`config.mk`:
```
export PLATFORM = sky130hd
export DESIGN_NAME = fp_result_fifo_flat
export DESIGN_NICKNAME = d
export VERILOG_FILES = /design/src/rtl/fp_result_fifo_if.sv /design/src/rtl/fp_result_fifo.sv /design/src/flat_wrapper.sv
export SDC_FILE = /design/constraint.sdc
export NUM_CORES = 1
export LEC_CHECK = 0
export BUFFER_PORTS_ARGS = -buffer_cell sky130_fd_sc_hd__buf_2
export CORE_MARGIN = 4
export CORE_UTILIZATION = 50
export CTS_BUF_LIST = sky130_fd_sc_hd__clkbuf_8 sky130_fd_sc_hd__clkbuf_16
export CTS_CLUSTER_SIZE = 14
export DETAILED_ROUTE_END_ITERATION = 10
export GPL_ROUTABILITY_DRIVEN = 0
export PLACE_DENSITY = 0.73
export SLEW_MARGIN = 20
export SYNTH_ARGS = -nofsm -noshare
export SYNTH_HDL_FRONTEND = slang
export SYNTH_SLANG_ARGS = --single-unit
```
`constraint.sdc`:
```
create_clock -name clk -period 6 [get_ports clk]
set_clock_uncertainty 0.15 [all_clocks]
set_input_delay 0.6 -clock clk [delete_from_list [all_inputs] [get_ports clk]]
set_output_delay 0.6 -clock clk [all_outputs]
set_load 0.05 [all_outputs]
```
`src/rtl/fp_result_fifo_if.sv`:
```
// Bus bundle between the multiplier wrapper, the result FIFO and its consumer.
// The FIFO takes the slave modport; whoever drives inputs and consumes results takes master.
interface fp_result_fifo_if #(
    parameter int DEPTH = 4,
    parameter int WIDTH = 32
);
    localparam int CW = $clog2(DEPTH + 1);

    logic [WIDTH-1:0] in_data;
    logic             in_valid;
    logic             in_ready;
    logic [WIDTH-1:0] out_data;
    logic [2:0]       out_class;
    logic             out_valid;
    logic             out_ready;
    logic [CW-1:0]    count;
    logic             nan_seen;
    logic [15:0]      result_cnt;

    modport master (
        output in_data, in_valid, out_ready,
        input  in_ready, out_data, out_class, out_valid, count, nan_seen, result_cnt
    );

    modport slave (
        input  in_data, in_valid, out_ready,
        output in_ready, out_data, out_class, out_valid, count, nan_seen, result_cnt
    );
endinterface

```
`src/rtl/fp_result_fifo.sv`:
```
// Show-ahead FIFO for single-precision products: stores each value with its IEEE-754 class,
// and keeps a sticky NaN flag plus a wrapping count of accepted results.
module fp_result_fifo #(
    parameter int DEPTH = 4,
    parameter int WIDTH = 32
) (
    input logic             clk,
    input logic             rst,
    fp_result_fifo_if.slave bus
);
    localparam int AW = (DEPTH > 1) ? $clog2(DEPTH) : 1;
    localparam int CW = $clog2(DEPTH + 1);
    localparam logic [CW-1:0] FULL = CW'(DEPTH);

    typedef enum logic {INIT, RUN} state_t;

    state_t           state, state_nxt;
    logic [WIDTH-1:0] data_mem  [DEPTH];
    logic [2:0]       class_mem [DEPTH];
    logic [AW-1:0]    wr_ptr, rd_ptr;
    logic [CW-1:0]    count_q;
    logic             nan_q;
    logic [15:0]      rc_q;
    logic             rdy, push, pop;
    logic [2:0]       in_class;

    function automatic logic [2:0] classify(input logic [WIDTH-1:0] d);
        logic [7:0]  e;
        logic [22:0] m;
        e = d[30:23];
        m = d[22:0];
        if (e == 8'h00)      classify = (m == '0) ? 3'd0 : 3'd1;
        else if (e == 8'hFF) classify = (m == '0) ? 3'd3 : 3'd4;
        else                 classify = 3'd2;
    endfunction

    always_comb begin
        state_nxt = state;
        rdy       = 1'b0;
        case (state)
            INIT: state_nxt = RUN;
            RUN: begin
                state_nxt = RUN;
                rdy       = (count_q != FULL);
            end
            default: state_nxt = INIT;
        endcase
    end

    // Pop is gated on out_valid, so a pop never happens on an empty FIFO.
    assign push     = bus.in_valid && rdy;
    assign pop      = (count_q != '0) && bus.out_ready;
    assign in_class = classify(bus.in_data);

    always_ff @(posedge clk) begin
        if (rst) begin
            state   <= INIT;
            wr_ptr  <= '0;
            rd_ptr  <= '0;
            count_q <= '0;
            nan_q   <= 1'b0;
            rc_q    <= '0;
            for (int i = 0; i < DEPTH; i++) begin
                data_mem[i]  <= '0;
                class_mem[i] <= '0;
            end
        end else begin
            state <= state_nxt;
            if (push) begin
                data_mem[wr_ptr]  <= bus.in_data;
                class_mem[wr_ptr] <= in_class;
                wr_ptr            <= wr_ptr + 1'b1;
                rc_q              <= rc_q + 16'd1;
                if (in_class == 3'd4) nan_q <= 1'b1;
            end
            if (pop) rd_ptr <= rd_ptr + 1'b1;
            case ({push, pop})
                2'b10:   count_q <= count_q + 1'b1;
                2'b01:   count_q <= count_q - 1'b1;
                default: count_q <= count_q;
            endcase
        end
    end

    assign bus.in_ready   = rdy;
    assign bus.out_valid  = (count_q != '0);
    assign bus.out_data   = data_mem[rd_ptr];
    assign bus.out_class  = class_mem[rd_ptr];
    assign bus.count      = count_q;
    assign bus.nan_seen   = nan_q;
    assign bus.result_cnt = rc_q;
endmodule

```
`src/flat_wrapper.sv`:
```
// flat-port wrapper written by rule: the top's interface ports become plain ports
module fp_result_fifo_flat 
#(
    parameter int DEPTH = 4,
    parameter int WIDTH = 32
)
  (clk, rst, bus_in_data, bus_in_valid, bus_out_ready, bus_in_ready, bus_out_data, bus_out_class, bus_out_valid, bus_count, bus_nan_seen, bus_result_cnt);
  fp_result_fifo_if #(.DEPTH(DEPTH), .WIDTH(WIDTH)) bus_i ();
  input logic clk;
  input logic rst;
  input wire logic [$bits(bus_i.in_data)-1:0] bus_in_data;
  input wire logic [$bits(bus_i.in_valid)-1:0] bus_in_valid;
  input wire logic [$bits(bus_i.out_ready)-1:0] bus_out_ready;
  output wire logic [$bits(bus_i.in_ready)-1:0] bus_in_ready;
  output wire logic [$bits(bus_i.out_data)-1:0] bus_out_data;
  output wire logic [$bits(bus_i.out_class)-1:0] bus_out_class;
  output wire logic [$bits(bus_i.out_valid)-1:0] bus_out_valid;
  output wire logic [$bits(bus_i.count)-1:0] bus_count;
  output wire logic [$bits(bus_i.nan_seen)-1:0] bus_nan_seen;
  output wire logic [$bits(bus_i.result_cnt)-1:0] bus_result_cnt;
  assign bus_i.in_data = bus_in_data;
  assign bus_i.in_valid = bus_in_valid;
  assign bus_i.out_ready = bus_out_ready;
  assign bus_in_ready = bus_i.in_ready;
  assign bus_out_data = bus_i.out_data;
  assign bus_out_class = bus_i.out_class;
  assign bus_out_valid = bus_i.out_valid;
  assign bus_count = bus_i.count;
  assign bus_nan_seen = bus_i.nan_seen;
  assign bus_result_cnt = bus_i.result_cnt;
  fp_result_fifo #(.DEPTH(DEPTH), .WIDTH(WIDTH)) u_core (.clk(clk), .rst(rst), .bus(bus_i));
endmodule
```
# --- Yosys cells after proc, flatten, opt, wreduce, memory -nomap -nowiden ---
# Memories as Yosys holds them, arrays and structs flattened. A register that Yosys moved wholly into a read port is not among the register bits.
# Index checks and enable logic that the tools add are counted.
totals:
  mem_count: 2
  register_bits: 25
  input_bits: 36
  ram_bits: 140
  output_inout_bits: 57
mem_list:
  columns: ["memory", "depth", "word_bits", "rd", "rd_clocked_by_memory_dff", "write_ports", "line", "rtl"]
  rows:
  - ["u_core.data_mem", 4, 32, 1, 1, 4, "fp_result_fifo.sv:18", "logic [WIDTH-1:0] data_mem [DEPTH];"]
  - ["u_core.class_mem", 4, 3, 1, 1, 4, "fp_result_fifo.sv:19", "logic [2:0] class_mem [DEPTH];"]
classes:
  n_mux: 22
  addsub: 5
  reduce_logical: 9
  eq_ne: 5
ops:
  columns: ["op", "count"]
  rows:
  - ["32-bit two-way mux", 1]
  - ["32-bit OR reduction", 1]
  - ["23-bit logical NOT", 1]
  - ["16-bit by 1-bit adder with 16-bit output, second input constant", 1]
  - ["2-bit two-way mux", 6]
  - ["3-bit two-way mux", 4]
  - ["1-bit two-way mux", 10]
  - ["8-bit equality test, second input constant", 1]
  - ["8-bit logical NOT", 1]
  - ["3-bit case mux with 2 select lines", 1]
  - ["2-bit by 1-bit adder with 2-bit output, second input constant", 2]
  - ["3-bit by 1-bit adder with 3-bit output, second input constant", 1]
  - ["3-bit equality test, second input constant", 1]
  - ["3-bit inequality test, second input constant", 1]
  - ["3-bit nonzero test", 1]
  - ["3-bit OR reduction", 1]
  - ["3-bit by 1-bit subtractor with 3-bit output, second input constant", 1]
  - ["2-bit by 1-bit equality test with 1-bit output, second input constant", 1]
  - ["2-bit equality test, second input constant", 1]
  - ["1-bit logical AND", 2]
  - ["2-bit AND reduction", 1]
  - ["2-bit nonzero test", 1]

# --- Depth between registers and ports, before layout ---
logic_depth:
  word_depth: 8
  depth_mapped: 10
  ltp_nobuf: 9

# --- Worst setup path before layout ---
# OpenSTA, ideal clock, no wires.
synth_path:
  path_type: "reg-to-reg"
  from: "reg u_core.count_q[0] (netlist: u_core.bus.count[0])"
  to: "mem u_core.class_mem[1][0], enable pin"
  path_slack_ns: 1.424
  stages_incl_launch_ff: 6
  setup_ns: 0.476
  required_ns: 5.374
  arrival_ns: 3.950
  period_less_slack_ns: 4.576
  path_cell_list: "dfxtp_1 or3b_1 and3_1 clkbuf_1 inv_1 o21ai_0"
synth_lines:
  columns: ["element", "line", "rtl"]
  rows:
  - ["from (decl)", "fp_result_fifo.sv:21", "logic [CW-1:0] count_q;"]
  - ["from (signal assigned)", "fp_result_fifo.sv:78", "2'b10: count_q <= count_q + 1'b1;"]
  - ["from (signal assigned)", "fp_result_fifo.sv:79", "2'b01: count_q <= count_q - 1'b1;"]
  - ["from (signal assigned)", "fp_result_fifo.sv:80", "default: count_q <= count_q;"]
  - ["to (decl)", "fp_result_fifo.sv:19", null]

==> impl_metrics.py <==
metrics = {
    "worst_setup_path": {
        "worstPathRequired_ns": 5.25,
        "crit_path_max_incr_delay_ns": 0.63,
        "endpoint_kind": "output pin",
        "worstSetupPathType": "flop to output pin",
        "worst_setup_path_start_kind": "flop",
        "crit_arrival_ns": 2.20,
        "crit_slowest_cell": "mux4_2",
        "critPathMaxFanout": 35,
        "path_cells": "buf_4 > mux4_2 > buf_2",
    },
    "finish": {
        "multiInputGateArea_um2": 2150,
        "regArea_um2": 4750,
        "fillCellCount": 1090,
        "area_delta_synth_final_pct": 17.5,
        "nets": 661,
        "final_cells": 816,
        "drive_above_1_share_pct": 26.6,
    },
    "yosys": {
        "synth_top_area_share_pct": 59.0,
        "ys_ff_latch": 167,
        "yosysTopAreaCell": "edfxtp_1",
        "syn-cell-area_um2": 7130,
        "syn-num-nets": 570,
        "ys_types": 35,
        "syn_inst": 531,
        "synthFlopType": "edfxtp_1",
        "ys_seq_area_share_pct": 66.5,
        "ys_warn_count": 0,
        "synth_edf_count": 140,
        "synth_area_leaders": "edfxtp_1, mux4_2, dfxtp_1",
        "ys_async_sr_fraction_pct": 0,
        "syn_avg_cell_area_um2": 13.4,
    },
    "floorplanning": {
        "fp.dieW_um": 127,
        "rows": 43,
        "dieArea_um2": 16200,
        "dieHeight_um": 127,
        "ios": 93,
        "start_util_pct": 51.2,
        "core_area_um2": 13900,
    },
    "global_routing": {
        "grt_pass1_vias": 4651,
        "grt_antenna_before_repair": 1,
        "grt_usage_pct": 19.5,
        "overflow": 0,
        "grt_max_degree": 36,
        "grt_pass1_wl_um": 24000,
    },
    "sta": {
        "finalCriticalPeriod_ns": 2.95,
        "max_freq_mhz": 339,
        "layout_setup_ws_ns": 3.05,
        "grt_setup_unrepaired": "no",
        "holdWs_ns": 0.338,
        "worstMarginPinSlew_ns": 0.975,
        "relSlewSlack_pct": 35.0,
        "slew_violations": 0,
        "finalCritPeriodShare_pct": 49.2,
        "setup_viol": 0,
        "hold_viol": 0,
        "fin_setup_tns_ns": 0,
    },
    "clock_network": {
        "h-tree-depth": 4,
        "clk_latency_ns": 0.42,
        "clockBufferDepth": 2,
        "cts.clk_slew.worst_paths_ns": 0.06,
        "cts_root_buf": "clkbuf_16",
        "cts_tree": "built",
        "postCtsHoldBufs": 0,
        "cts_setup_buffers": 0,
        "clock-sinks": 167,
        "post_cts_resized": 0,
        "numCtsBuffers": 17,
    },
    "detailed_routing": {
        "route.detailed.drc": 0,
        "routed_wl_um": 15100,
        "post_drt_wl_per_cell_um": 18.5,
        "postRouteAntennaNets": 0,
        "via_count": 4407,
        "first_pass_iters": 5,
        "drtIter0Drc": 370,
        "routed_via_density": 5.40,
    },
    "place": {
        "pre_cts_ws_ns": 3.09,
        "dp_cells": 783,
        "numPortBuffers": 92,
        "hpwl_um": 9290,
    },
    "flow_run": {
        "cap_violations": 0,
    },
    "power_and_ir_drop": {
        "leakagePower_nw": 3.33,
        "p_total_mw": 3.31,
        "pwr_density_cell_nw_per_um2": 395,
        "peakVddDrop_uv": 180,
    },
    "hold_path": {
        "min_path_type": "input pin to flop",
    },
    "outcome": {
        "status": "complete, no violations",
    },
}
kinds of logic (layout without fill, tap and decap cells):
| kind of cell | after synthesis | in the layout | share of synthesized area (%) |
|---|---|---|---|
| flip-flops | 167 | 167 | 66.5 |
| AO/OA/AOI/OAI | 18 | 18 | 1.30 |
| multiplexers | 36 | 36 | 11.2 |
| AND/OR/NAND/NOR | 218 | 218 | 14.4 |
| other | 0 | 1 | 0 |
| XOR/XNOR | 17 | 17 | 2.09 |
| buffers and inverters | 72 | 176 | 3.86 |
| adder cells (fa/ha/maj) | 3 | 3 | 0.632 |
metal layers:
metal / global-route usage, % / vias up / share of wire, %
li1: - / 2059 / -
met1: 25.5 / 2186 / 43
met2: 32.7 / 143 / 50
met3: 4.26 / 19 / 5.3
met4: 6.12 / 0 / 1.4
met5: 0 / - / 0
cell type report:
class | count | area share, %
Clock buffer | 17 | 5.08
Inverter | 44 | 1.97
Sequential cell | 167 | 56.7
Tap cell | 180 | 2.69
Antenna cell | 1 | 0.0299
Clock inverter | 15 | 1.72
Timing Repair Buffer | 100 | 6.21
Multi-Input combinational cell | 292 | 25.6
registers in the layout (all words and copies together) (netlist names), named ones only:
name	count
u_core.bus.count	3
u_core.bus.nan_seen	1
u_core.rd_ptr	2
u_core.class_mem	12
u_core.bus.result_cnt	16
u_core.data_mem	128
u_core.wr_ptr	2
u_core.state	1
cell usage in the layout, fill, tap and decap left out, types with 7 or more instances in the layout:
| cell type | instances |
|---|---|
| a21oi_1 | 7 |
| and2_1 | 35 |
| buf_2 | 92 |
| buf_4 | 8 |
| clkbuf_16 | 17 |
| dfxtp_1 | 25 |
| edfxtp_1 | 140 |
| inv_1 | 46 |
| mux4_2 | 35 |
| nand2_1 | 45 |
| nand4_1 | 7 |
| nor2_1 | 94 |
| nor4_1 | 9 |
| xnor2_1 | 11 |
path summary, 6_finish.rpt:
path	startpoint	end	slack, ns	cells after the start
worst min register to register	u_core.bus.result_cnt[15]	u_core.bus.result_cnt[15]	0.35	2
worst max-delay path	flop	bus_out_data[1]	3.05	3
worst max register to register	u_core.bus.count[2]	u_core.bus.count[2]	3.08	9
worst min-delay path	bus_in_data[31]	u_core.data_mem[0][31]	0.34	2
synthesized netlist by cell type, drive strengths merged (7+ instances only):
| cell | instances |
|---|---|
| nand4 | 8 |
| mux4 | 35 |
| nand2 | 45 |
| nor4 | 9 |
| nor2 | 94 |
| a21oi | 7 |
| buf | 8 |
| inv | 44 |
| clkbuf | 20 |
| edfxtp | 140 |
| o21ai | 10 |
| dfxtp | 27 |
| and2 | 35 |
| xnor2 | 11 |
worst max-delay path: cells and delay by family, from the launching register on:
kind	cells	cell delay, ns
buffers and inverters	2	0.80
muxes	1	0.63
DFF	1	0.31
per-stage QoR:
step | utilization [%] | cell area (um^2)
global route | 60.1 | 8380
global placement | 56.0 | 7810
detailed placement | 56.0 | 7810
CTS | 60.1 | 8380
floorplan | - | 7130
finish | 60.1 | 8380
power breakdown:
part | leakage [nW] | total (mW) | internal [mW] | switching [mW]
logic | 1.38 | 0.874 | 0.270 | 0.604
registers | 1.67 | 1.38 | 1.34 | 0.0432
clock network | 0.286 | 1.06 | 0.640 | 0.416
total | 3.33 | 3.31 | 2.25 | 1.06
Power figures use the tool's default switching activity.
